==> src/rtl/fpu_pkg.sv <==
// Shared opcodes, flag indices, reference FP constants and the result entry layout
// for the FPU result collector.
package fpu_pkg;

  localparam logic [2:0] OP_ADD = 3'b000;
  localparam logic [2:0] OP_SUB = 3'b001;
  localparam logic [2:0] OP_MUL = 3'b010;
  localparam logic [2:0] OP_DIV = 3'b011;

  localparam int FLG_INF  = 7;
  localparam int FLG_SNAN = 6;
  localparam int FLG_QNAN = 5;
  localparam int FLG_INE  = 4;
  localparam int FLG_OVF  = 3;
  localparam int FLG_UNF  = 2;
  localparam int FLG_ZERO = 1;
  localparam int FLG_DBZ  = 0;

  localparam logic [31:0] FP_INF  = 32'h7F80_0000;
  localparam logic [31:0] FP_ZERO = 32'h0000_0000;
  localparam logic [31:0] FP_ONE  = 32'h3F80_0000;
  localparam logic [31:0] FP_MAX  = 32'h7F7F_FFFF;

  localparam int RES_TAG_W = 4;

  typedef struct packed {
    logic [31:0]          result;
    logic [7:0]           flags;
    logic [2:0]           op;
    logic [RES_TAG_W-1:0] tag;
  } res_entry_t;

endpackage

==> src/rtl/fpu_result_fifo.sv <==
// First-word fall-through sync FIFO holding packed result entries.
// Pop is ignored when empty; push while full is accepted only alongside a pop.
module fpu_result_fifo
  import fpu_pkg::*;
#(
  parameter int W     = $bits(res_entry_t),
  parameter int DEPTH = 8
) (
  input  logic                       clk_i,
  input  logic                       rst_n_i,
  input  logic                       push_i,
  input  logic [W-1:0]               wdata_i,
  input  logic                       pop_i,
  output logic [W-1:0]               rdata_o,
  output logic [$clog2(DEPTH):0]     count_o
);

  localparam int PTR_W = $clog2(DEPTH);
  localparam int CNT_W = PTR_W + 1;

  logic [W-1:0]     mem_q [DEPTH];
  logic [PTR_W-1:0] wr_ptr_q, wr_ptr_d;
  logic [PTR_W-1:0] rd_ptr_q, rd_ptr_d;
  logic [CNT_W-1:0] count_q, count_d;
  logic             do_push, do_pop;

  always_comb begin
    do_pop   = pop_i && (count_q != '0);
    do_push  = push_i && ((count_q != CNT_W'(DEPTH)) || do_pop);
    wr_ptr_d = do_push ? wr_ptr_q + PTR_W'(1) : wr_ptr_q;
    rd_ptr_d = do_pop  ? rd_ptr_q + PTR_W'(1) : rd_ptr_q;
    count_d  = count_q;
    if (do_push && !do_pop) count_d = count_q + CNT_W'(1);
    if (do_pop && !do_push) count_d = count_q - CNT_W'(1);
  end

  always_ff @(posedge clk_i) begin
    if (!rst_n_i) begin
      wr_ptr_q <= '0;
      rd_ptr_q <= '0;
      count_q  <= '0;
    end else begin
      wr_ptr_q <= wr_ptr_d;
      rd_ptr_q <= rd_ptr_d;
      count_q  <= count_d;
    end
  end

  // Storage needs no reset: the pointers and count define what is valid.
  always_ff @(posedge clk_i) begin
    if (do_push) mem_q[wr_ptr_q] <= wdata_i;
  end

  assign rdata_o = mem_q[rd_ptr_q];
  assign count_o = count_q;

endmodule

==> src/rtl/fpu_result_collector.sv <==
// Tracks ops through the fixed FPU latency, captures result+flags on arrival and
// offers them in order on a valid/ready port with sticky flag/error status.
module fpu_result_collector
  import fpu_pkg::*;
#(
  parameter int LATENCY = 4,
  parameter int DEPTH   = 8,
  parameter int TAG_W   = 4
) (
  input  logic             clk_i,
  input  logic             rst_n_i,
  input  logic             issue_valid_i,
  output logic             issue_ready_o,
  input  logic [2:0]       issue_op_i,
  input  logic [TAG_W-1:0] issue_tag_i,
  input  logic [31:0]      fpu_out_i,
  input  logic [7:0]       fpu_flags_i,
  output logic             out_valid_o,
  input  logic             out_ready_i,
  output logic [31:0]      out_result_o,
  output logic [7:0]       out_flags_o,
  output logic [2:0]       out_op_o,
  output logic [TAG_W-1:0] out_tag_o,
  output logic [7:0]       sticky_flags_o,
  input  logic             sticky_clr_i,
  output logic             proto_err_o,
  output logic             flag_err_o
);

  localparam int CNT_W = $clog2(DEPTH) + 1;
  localparam int INF_W = $clog2(LATENCY + 1);
  localparam int PD_W  = 3 + TAG_W;
  localparam int ENT_W = 32 + 8 + PD_W;

  logic [LATENCY-1:0]           pv_q, pv_d;
  logic [LATENCY-1:0][PD_W-1:0] pd_q, pd_d;
  logic [7:0]                   sticky_q, sticky_d;
  logic                         perr_q, perr_d;
  logic                         ferr_q, ferr_d;
  logic [INF_W-1:0]             inflight;
  logic [CNT_W-1:0]             buf_cnt;
  logic                         accept, push, pop;
  logic [ENT_W-1:0]             wdata, rdata;

  always_comb begin
    inflight = '0;
    for (int i = 0; i < LATENCY; i++) inflight = inflight + INF_W'(pv_q[i]);
  end

  // Credit counts both buffered entries and ops still inside the FPU.
  assign issue_ready_o = (int'(buf_cnt) + int'(inflight)) < DEPTH;
  assign accept        = issue_valid_i & issue_ready_o;
  assign push          = pv_q[LATENCY-1];
  assign out_valid_o   = (buf_cnt != '0);
  assign pop           = out_valid_o & out_ready_i;
  assign wdata         = {fpu_out_i, fpu_flags_i, pd_q[LATENCY-1]};

  always_comb begin
    pv_d[0] = accept;
    pd_d[0] = {issue_op_i, issue_tag_i};
    for (int i = 1; i < LATENCY; i++) begin
      pv_d[i] = pv_q[i-1];
      pd_d[i] = pd_q[i-1];
    end
    // A flag captured in the clear cycle survives the clear.
    sticky_d = (sticky_clr_i ? 8'h00 : sticky_q) | (push ? fpu_flags_i : 8'h00);
    perr_d   = (sticky_clr_i ? 1'b0 : perr_q) | (issue_valid_i & ~issue_ready_o);
    ferr_d   = (sticky_clr_i ? 1'b0 : ferr_q)
             | (push & fpu_flags_i[FLG_OVF] & fpu_flags_i[FLG_UNF]);
  end

  always_ff @(posedge clk_i) begin
    if (!rst_n_i) begin
      pv_q     <= '0;
      pd_q     <= '0;
      sticky_q <= '0;
      perr_q   <= 1'b0;
      ferr_q   <= 1'b0;
    end else begin
      pv_q     <= pv_d;
      pd_q     <= pd_d;
      sticky_q <= sticky_d;
      perr_q   <= perr_d;
      ferr_q   <= ferr_d;
    end
  end

  fpu_result_fifo #(
    .W     (ENT_W),
    .DEPTH (DEPTH)
  ) u_fifo (
    .clk_i   (clk_i),
    .rst_n_i (rst_n_i),
    .push_i  (push),
    .wdata_i (wdata),
    .pop_i   (pop),
    .rdata_o (rdata),
    .count_o (buf_cnt)
  );

  assign {out_result_o, out_flags_o, out_op_o, out_tag_o} = rdata;
  assign sticky_flags_o = sticky_q;
  assign proto_err_o    = perr_q;
  assign flag_err_o     = ferr_q;

endmodule

==> config.mk <==
export PLATFORM = sky130hd
export DESIGN_NAME = fpu_result_collector
export DESIGN_NICKNAME = d
export VERILOG_FILES = /design/src/rtl/fpu_pkg.sv /design/src/rtl/fpu_result_fifo.sv /design/src/rtl/fpu_result_collector.sv
export SDC_FILE = /design/constraint.sdc
export NUM_CORES = 1
export LEC_CHECK = 0
export CORE_MARGIN = 2
export CORE_UTILIZATION = 51
export DETAILED_ROUTE_END_ITERATION = 16
export PLACE_DENSITY = 0.81
export SKIP_CTS_REPAIR_TIMING = 1
export SYNTH_ARGS = -nofsm -noshare
export SYNTH_HDL_FRONTEND = slang
export SYNTH_SLANG_ARGS = --single-unit
==> constraint.sdc <==
create_clock -name clk_i -period 16.5 [get_ports clk_i]
set_clock_uncertainty 0.2 [all_clocks]
set_input_delay 2.475 -clock clk_i [delete_from_list [all_inputs] [get_ports clk_i]]
set_output_delay 2.475 -clock clk_i [all_outputs]
set_load 0.01 [all_outputs]
After elaboration in Yosys (flattened, before gate mapping)
Memory sizes are Yosys's and may differ from the RTL's. A register that Yosys moved wholly into a read port is not among the register bits.
Cells that the tools add are included.
{ "totals": {"out_inout_bits": 59, "in_bits": 52, "latchBits": 0, "elab_cells": 50, "mem_bits_ro": 0, "memories": 1, "ramBits": 376, "register_bits": 52} }
{ "memory_table": {"columns": ["memory", "depth", "word_bits", "read_ports", "rd_clocked_by_memory_dff", "write_ports", "line", "source"], "rows": [
  ["u_fifo.mem_q", 8, 47, 1, 1, 1, "fpu_result_fifo.sv:21", "logic [W-1:0] mem_q [DEPTH];"]
]} }
{ "classes": {"eq_ne": 1, "mul": 0, "div": 0, "n_shift": 0, "add_sub_neg": 8, "mux": 10, "order_cmp": 1, "bitwise_logic": 9, "reduce_logical": 9} }
{ "ops": {"columns": ["cell", "n"], "rows": [
  ["$mux 8", 2],
  ["$mux 4", 2],
  ["$or 8x8->8", 1],
  ["$add 3x1->3 const B", 2],
  ["$mux 3", 2],
  ["$add 4x3->5", 1],
  ["$and 1x1->1", 5],
  ["$lt 5x4->1 const B", 1],
  ["$add 4x1->4 const B", 1],
  ["$logic_and 1x1->1", 4],
  ["$mux 1", 4],
  ["$ne 4x4->1 const B", 1],
  ["$reduce_bool 4->1", 1],
  ["$sub 4x1->4 const B", 1],
  ["$add 2x1->3", 1],
  ["$add 3x1->3", 1],
  ["$add 1x1->2", 1],
  ["$logic_not 1->1", 2],
  ["$or 1x1->1", 2],
  ["$reduce_bool 2->1", 1],
  ["$logic_or 1x1->1", 1],
  ["$not 1->1", 1]
]} }

Longest topological paths before layout
Gate-level depths: netlist (run 1).
{ "logic_depth": {"depth_word": 8, "depth_mapped": 9, "depth_no_buf": 8} }

Modules after synthesis
From an unflattened synthesis (run 1), not the netlist that was laid out.
{ "unflattened": {"cells_unflattened": 732, "hier_area_um2": 16082.9} }
{ "modules_own_cells": {"columns": ["module", "cells_per_inst", "area_per_inst_um2", "n_inst"], "rows": [
  ["fpu_result_fifo", 619, 14785.4, 1],
  ["fpu_result_collector", 113, 1297.5, 1]
]} }

Worst setup path before layout (run 1)
No wires, ideal clock.
{ "synth_timing": {"path_kind": "input-to-reg", "startpoint": "input port out_ready_i", "endpoint": "memory u_fifo.mem_q[0][0] (netlist bit) (enable)", "setup_time_ns": 0.510, "required_time_ns": 15.790, "stages": 5, "path_slack_ns": 9.322, "t_arrival_ns": 6.468, "cell_sequence": "clkbuf_1 > nand2b_1 > o21ai_1 > or2_1 > nor3_1"} }
{ "synth_via": {"elab_chain_len": 6} }
{ "synth_lines": {"columns": ["element", "line", "source"], "rows": [
  ["start, declared", "fpu_result_collector.sv:19", "input logic out_ready_i,"],
  ["$and 1x1->1", "fpu_result_collector.sv:55", "assign pop = out_valid_o & out_ready_i;"],
  ["$logic_and 1x1->1", "fpu_result_fifo.sv:28", "do_pop = pop_i && (count_q != '0);"],
  ["$logic_or 1x1->1", "fpu_result_fifo.sv:29", "do_push = push_i && ((count_q != CNT_W'(DEPTH)) || do_pop);"],
  ["$logic_and 1x1->1", "fpu_result_fifo.sv:29", null],
  ["$mux 1", "fpu_result_fifo.sv:51", "if (do_push) mem_q[wr_ptr_q] <= wdata_i;"],
  ["$mux 1 (implied by the code)", "fpu_result_fifo.sv:51", null],
  ["end, declared", "fpu_result_fifo.sv:21", null]
]} }
No other way between the ends.

==> run summary, run 1 <==
The synthesized net count is 795. Of the cells placed in the final design, the portion with a size suffix greater than 1 is 0.262. The via density per instance came out at 5.74. The final weighted congestion of routability-driven global placement is 0.705. The xor and xnor fraction of the mapped netlist area came out at 0.00327. Measured along the y axis, the die boundary spans 181 um. The count of flip-flops with a built-in enable after synthesis is 376. The max-capacitance violation count is 0. Of the total synthesized cell area, the portion taken by full adders, half adders and majority gates is 0.00717. The clock period minus final worst setup slack came out at 6.68 ns. By area, the combinational part of the netlist is dominated by multiplexers. The placed instances occupy a cell area of 0.0176 mm^2. The achievable clock frequency is 0.150 GHz. The number of clock buffers added by TritonCTS is 43.

The data arrival time of the worst path came out at 4.01 ns. The number of nets still failing antenna checks after routing came out at 0. The number of antenna violations at the first check in global routing is 1.

The largest stage delay on the critical path is 0.70 ns. Compared with the post-synthesis result, the final layout area differs by 19.0%. The final design area excluding fillers is 0.0191 mm^2.

Averaged over all synthesized cells, the footprint is 21.9 um^2. The detailed-route via count came out at 7,462. The clock tree from TritonCTS is built. The clock slew seen by the registers of the worst setup and hold paths is 0.06 ns. In the synthesized netlist the dominant register cell turns out to be sky130_fd_sc_hd__edfxtp_1. The number of max-slew violations in the final report is 0.

The proportion of synthesized chip area in sequential cells came out at 0.771. The leakage power total is 6.06 nW. The total detailed-routing wirelength is 29,700 um. The initial utilization of the core area, before any placement, comes to 0.521.

In this run, the number of DRC markers left after iteration 0 of detailed routing was 632. At the pin with the least slew margin, the transition time is 0.974 ns. The headroom to the max-slew limit is 0.350. The number of warnings reported in the yosys synthesis log is 0.

The placeable core area is 0.0308 mm^2. The total half-perimeter wirelength after legalization and detailed placement is 15,900 um. The number of H-tree levels is 2.

The number of nets in the layout came out at 928. CTS placed an instance of sky130_fd_sc_hd__clkbuf_16 at the clock tree root. The required time at the endpoint of the critical path is 13.82 ns. The flow ran to the end, and the final reports show no timing, DRC or antenna violations.

The proportion of synthesized area in mux cells came out at 0.166. The first-pass GRT wire length is 46,100 um. The number of design rule violations left after detail routing is 0.

The cell with the largest stage delay on the worst path is sky130_fd_sc_hd__buf_4. After synthesis, the netlist uses 41 different library cells. Dividing total power by cell area gives a power density of 131 mW/mm^2. The global routing usage on met3 is 0.0397. The number of standard cells in the layout, taps in and fillers out came out at 1,300. For met2 alone, demand over resource in global routing was 0.292. The latest clock arrival within the worst-skew pair came out at 0.53 ns.

After detailed routing, the average wire length per cell comes to 22.8 um. During placement, the flow inserted port buffers numbering 110. Traced cell by cell, the critical path runs through buf_4 > buf_4 > mux4_2 > mux2_2 > clkdlybuf4s50_1. The via count of the first global-routing pass came out at 7,702. The full die area came out at 0.0329 mm^2. The worst setup path is captured at an output pin.

The I/O pin total came out at 111. Counting stages on the worst path, the most repeated cell is sky130_fd_sc_hd__buf_4. The global routing's busiest layer is met2. The type of origin of the critical path is a register. The maximum fanout encountered on the critical timing path came out at 38.

The classification of the worst setup path is register to output pin. The aggregate negative setup slack is 0 ns. The number of instances in the synthesized netlist came out at 735. The horizontal die dimension is 181 um. The basic-gate share of the synthesized area counting and, or, nand and nor cells came out at 0.0253. At the end of the flow the core is filled with cells to 0.620. The worst-case IR drop observed on VDD is 0.0000796 V.

The hold violation count in the final report came out at 0. Setup violations remaining at the end of the flow were counted as 0. The residual overflow from global routing came out at 0.

The global routing met1 resource utilization is 0.265. The number of buffers on the longest clock path is 3. Counting tap cells, the placed design contains a total of 1,219 instances. The number of cell rows came out at 64. The first-pass iteration count of the detailed router is 4. In the finished design, the share of the clock period the worst path needs comes to 0.405. The total global routing track utilization came out at 0.184. The clock drives 431 sinks. The cell area after synthesis came out at 0.0161 mm^2. The fraction of registers with async set/reset came out at 0.

Setup repair after global routing left no endpoint under its margin. Counting flops and latches in the post-synthesis netlist gives 431. The worst hold path belongs to the class register to register. The area fraction in compound gates after synthesis is 0.0132. Entering global routing, the biggest net connects 66 pins.
sequential cells by signal (all words and copies together) (netlist names), named ones only:
name and flops:
proto_err_o 1, u_fifo.wr_ptr_q 3, pd_q 7, u_fifo.mem_q 376
pv_q 4, pd_d 21, sticky_flags_o 8, flag_err_o 1
u_fifo.count_o 4, u_fifo.rd_ptr_q 3
power breakdown:
part / internal [mW] / switching, mW
sequential: 1.19 / 0.0209
combinational: 0.158 / 0.113
clock: 0.609 / 0.405
metrics by stage:
| stage | hold WS (ns) | setup slack, ns | power, mW |
|---|---|---|---|
| final | 0.230 | 9.82 | 2.50 |
| after CTS | 0.230 | 9.68 | 2.52 |
| after floorplan | 0.212 | 9.32 | 1.41 |
| after global routing | 0.248 | 9.46 | 2.58 |
| after detailed placement | 0.217 | 10.25 | 1.51 |
| after global placement | 0.216 | 10.28 | 1.50 |
cell usage after synthesis (2+ instances only):
master                     instances  share of area
sky130_fd_sc_hd__and2_1           31          0.012
sky130_fd_sc_hd__a22oi_1           8         0.0037
sky130_fd_sc_hd__mux4_2           94           0.13
sky130_fd_sc_hd__ha_1              6         0.0047
sky130_fd_sc_hd__edfxtp_1        376           0.70
sky130_fd_sc_hd__xor2_1            3         0.0016
sky130_fd_sc_hd__clkbuf_1         14         0.0033
sky130_fd_sc_hd__nand2b_1          3         0.0012
sky130_fd_sc_hd__nor2_1           25         0.0058
sky130_fd_sc_hd__o211ai_1          2        0.00093
sky130_fd_sc_hd__nand3_1           4         0.0012
sky130_fd_sc_hd__buf_1             3        0.00070
sky130_fd_sc_hd__nand2_1           4        0.00093
sky130_fd_sc_hd__mux2_2           47          0.033
sky130_fd_sc_hd__buf_6             7         0.0049
sky130_fd_sc_hd__o21ai_0           2        0.00062
sky130_fd_sc_hd__clkinv_1          2        0.00047
sky130_fd_sc_hd__xnor2_1           3         0.0016
sky130_fd_sc_hd__nor3_1            3        0.00093
sky130_fd_sc_hd__fa_1              2         0.0025
sky130_fd_sc_hd__a21oi_1           5         0.0016
sky130_fd_sc_hd__nand4b_1          2         0.0011
sky130_fd_sc_hd__buf_2            11         0.0034
sky130_fd_sc_hd__mux2i_1           2         0.0012
sky130_fd_sc_hd__a211oi_1          2        0.00093
sky130_fd_sc_hd__a21o_1            2        0.00093
sky130_fd_sc_hd__inv_1             4        0.00093
sky130_fd_sc_hd__dfxtp_1          55          0.069
critical path, delay by kind of cell, from the launching register on:
family,cells,cell delay (ns)
buffers and inverters,3,1.81
flip-flops,1,0.68
multiplexers,2,0.90
area by class of cell:
class / instances / area [um^2]
diodes: 1 / 2.50
clock buffers: 45 / 1080
clock inverters: 35 / 412
fillers: 2058 / 11700
inverters: 6 / 22.5
multi-input cells: 263 / 3510
flip-flops and latches: 431 / 12400
well taps: 396 / 495
repair buffers: 123 / 1200
final timing paths:
check        cells past startpoint     start                   to  slack, ns
max                              5  register     out_result_o[31]       9.82
min                              1  pd_d[15]             pd_d[22]       0.23
max reg2reg                      4   pv_q[3]  u_fifo.mem_q[2][43]      13.32
min reg2reg                      1  pd_d[15]             pd_d[22]       0.23
routing by layer:
layer	wire, um	up-vias
li1	-	3270
met1	12900	3865
met2	14300	289
met3	1970	38
met4	489	0
met5	0	-
cells by family (layout without fill, tap and decap cells):
family	Yosys count	after routing
buffers and inverters	41	209
muxes	143	143
DFF	431	431
AOI/OAI and AO/OA	29	29
other	0	1
and+or+nand+nor	77	77
xor gates and xnor gates	6	6
adders and majority gates	8	8
cell usage in the layout, fill, tap and decap left out, types with 3 or more instances in the layout:
| cell type | n |
|---|---|
| sky130_fd_sc_hd__bufinv_16 | 8 |
| sky130_fd_sc_hd__clkinv_1 | 9 |
| sky130_fd_sc_hd__inv_6 | 5 |
| sky130_fd_sc_hd__nand2_1 | 4 |
| sky130_fd_sc_hd__mux4_2 | 94 |
| sky130_fd_sc_hd__a21oi_1 | 5 |
| sky130_fd_sc_hd__clkinv_2 | 7 |
| sky130_fd_sc_hd__clkbuf_16 | 43 |
| sky130_fd_sc_hd__xor2_1 | 3 |
| sky130_fd_sc_hd__a22oi_1 | 8 |
| sky130_fd_sc_hd__ha_1 | 6 |
| sky130_fd_sc_hd__dfxtp_1 | 52 |
| sky130_fd_sc_hd__nor2_1 | 19 |
| sky130_fd_sc_hd__inv_1 | 4 |
| sky130_fd_sc_hd__nor2_4 | 6 |
| sky130_fd_sc_hd__clkinvlp_4 | 3 |
| sky130_fd_sc_hd__and2_1 | 31 |
| sky130_fd_sc_hd__edfxtp_1 | 376 |
| sky130_fd_sc_hd__clkdlybuf4s50_1 | 110 |
| sky130_fd_sc_hd__mux2_2 | 47 |
| sky130_fd_sc_hd__xnor2_1 | 3 |
| sky130_fd_sc_hd__buf_4 | 13 |
| sky130_fd_sc_hd__nand3_1 | 4 |
| sky130_fd_sc_hd__nand2b_1 | 3 |
| sky130_fd_sc_hd__clkinv_4 | 5 |
Note: power is estimated with default switching activity, not from simulation.
==> run 2, diff against run 1 <==
PLACE_DENSITY = 0.83   (was 0.81)
clock period = 5.9 ns   (was 16.5 ns; I/O delays follow)
==> run summary, run 2 (synthesis gave the netlist of run 1 again) <==
The initial utilization of the core area, before any placement, comes to 0.521. The number of buffers on the longest clock path came out at 3. Across every metal layer, demand over resource in global routing totals 0.186. The type of element capturing the critical path is an output pin.

Leaving out fill and tap cells, the most frequent cells in the layout are sky130_fd_sc_hd__edfxtp_1, sky130_fd_sc_hd__clkdlybuf4s50_1, sky130_fd_sc_hd__mux4_2. Across the VDD grid, the largest voltage drop is 0.000236 V. The detailed-route via count is 7,488.

The headroom to the max-slew limit is 0.269. The max-capacitance violation count came out at 0. The hold violation count in the final report came out at 0.

The placeable core area came out at 0.0308 mm^2. Leaving out fill and tap cells, the most frequent cell in the layout is sky130_fd_sc_hd__edfxtp_1. The final weighted congestion of routability-driven global placement came out at 0.738. The residual overflow from global routing came out at 0.

The worst setup path is of the register to output pin kind. The slack of the critical path is 1.44 ns. The tree is rooted in a sky130_fd_sc_hd__clkbuf_16. The leakage power total came out at 6.03 nW. The achievable clock frequency came out at 0.224 GHz. The total detailed-routing wirelength is 30,100 um. The aggregate negative setup slack is 0 ns. The port buffer count came out at 110. At the placement stage, the worst setup path has a slack of 1.88 ns. The proportion of layout cells with a drive suffix above 1 is 0.252. The required time at the endpoint of the critical path is 4.82 ns. The total power per unit cell area came out at 359 mW/mm^2. The period utilization came out at 0.755.

The number of max-slew violations in the final report came to 0. The clock period minus final worst setup slack came out at 4.46 ns. Setup repair after global routing left no endpoint under its margin.

STA classifies the critical path startpoint as a register. The number of nets still failing antenna checks after routing is 0. The flip-flop count of the largest register after layout came out at 376. The via count of the first global-routing pass is 7,838. The number of nets in the layout came out at 932. The later pin in the worst-skew pair is clocked with a latency of 0.53 ns. The setup-violating endpoint count in the final report came out at 0. The filler cell count in the final layout is 2,048. The vertical die dimension came out at 181 um. The H-tree was split into 2 levels.

The number of design rule violations left after detail routing came out at 0. At the pin with the least slew margin, the transition time is 1.09 ns. TritonCTS built the clock tree. At the worst endpoint, the arrival time is 3.37 ns. The first-pass GRT wire length came out at 46,300 um. The routed length per instance came out at 23.0 um.

The growth of design area from synthesis to finish is 18.7%. In this run the register-to-register setup slack is 2.79 ns. The floorplan step defined a die boundary enclosing 0.0329 mm^2. The final worst hold slack is 0.229 ns. The initial detailed-routing violation count is 664.

The first-pass iteration count of the detailed router is 5. The number of sinks handled by clock tree synthesis came out at 431. The number of antenna violations at the first check in global routing is 3. The flow ran to the end, and the final reports show no timing, DRC or antenna violations. The total half-perimeter wirelength after legalization and detailed placement is 16,800 um. Clock-pin slew was measured on the worst setup and hold paths at 0.06 ns.

The class of the most critical hold timing path is register to register. The cell area reported after detailed placement is 0.0177 mm^2. The maximum number of pins on one net before global-route repair came out at 72. u_fifo.mem_q holds more flip-flops than any other register. The number of buffers inserted during clock tree synthesis came out at 44.

From left edge to right edge, the die measures 181 um. The maximum fanout encountered on the critical timing path came out at 41. After routing the design area is 0.0191 mm^2.

The number of cell rows came out at 64. The via density per instance is 5.74. 111 I/O pins were placed.
run 2: changes by cell type in the layout (fill, tap and decap cells not counted), moves of 3 or more:
cell / delta
sky130_fd_sc_hd__inv_6: -5
sky130_fd_sc_hd__clkbuf_1: +7
sky130_fd_sc_hd__clkinv_1: +5
sky130_fd_sc_hd__bufinv_16: -3
sky130_fd_sc_hd__clkinv_4: -5
run 2: final cells by class:
cell class / count / area (um^2) / area share
sequential: 431 / 12400 / 0.650
antenna: 3 / 7.51 / 0.000394
multi-input combinational: 263 / 3510 / 0.184
clock inverter: 26 / 248 / 0.0130
inverter: 6 / 22.5 / 0.00118
timing repair buffer: 126 / 1230 / 0.0647
clock buffer: 54 / 1160 / 0.0608
tap: 396 / 495 / 0.0260
run 2: critical path: stages, from the launching register on:
cell and delay (ns):
sky130_fd_sc_hd__dfxtp_4 0.89, sky130_fd_sc_hd__buf_4 0.55, sky130_fd_sc_hd__mux4_2 0.58, sky130_fd_sc_hd__mux2_2 0.29
sky130_fd_sc_hd__clkdlybuf4s50_1 0.48
run 2: worst paths after layout:
path,cells past startpoint,end,startpoint
setup / recovery,4,out_result_o[10],register
hold / removal,1,pd_q[25],pd_d[25]
setup reg to reg,4,u_fifo.mem_q[2][9],pv_q[3]
hold reg to reg,1,pd_q[25],pd_d[25]
run 2: per-layer routing:
| layer | track usage | wire length [um] | up-vias | share of wire |
|---|---|---|---|---|
| li1 | - | - | 3286 | - |
| met1 | 0.252 | 12600 | 3915 | 0.42 |
| met2 | 0.312 | 15100 | 248 | 0.50 |
| met3 | 0.0393 | 1760 | 39 | 0.058 |
| met4 | 0.0488 | 528 | 0 | 0.018 |
| met5 | 0 | 0 | - | 0 |
run 2: where the power goes:
group	switching (mW)	leakage [nW]	internal [mW]	total (mW)
combinational	0.287	1.52	0.447	0.734
sequential	0.0883	3.83	3.34	3.42
clock	1.08	0.675	1.61	2.69
total	1.46	6.03	5.39	6.85
run 2: through the flow:
step                       util  power, mW  cells
after global placement    0.573       4.22   1222
after CTS                 0.618       6.91   1302
after detailed placement  0.573       4.23   1222
after floorplan               -       3.95    735
final                     0.619       6.85   1305
after global routing      0.619       7.10   1303
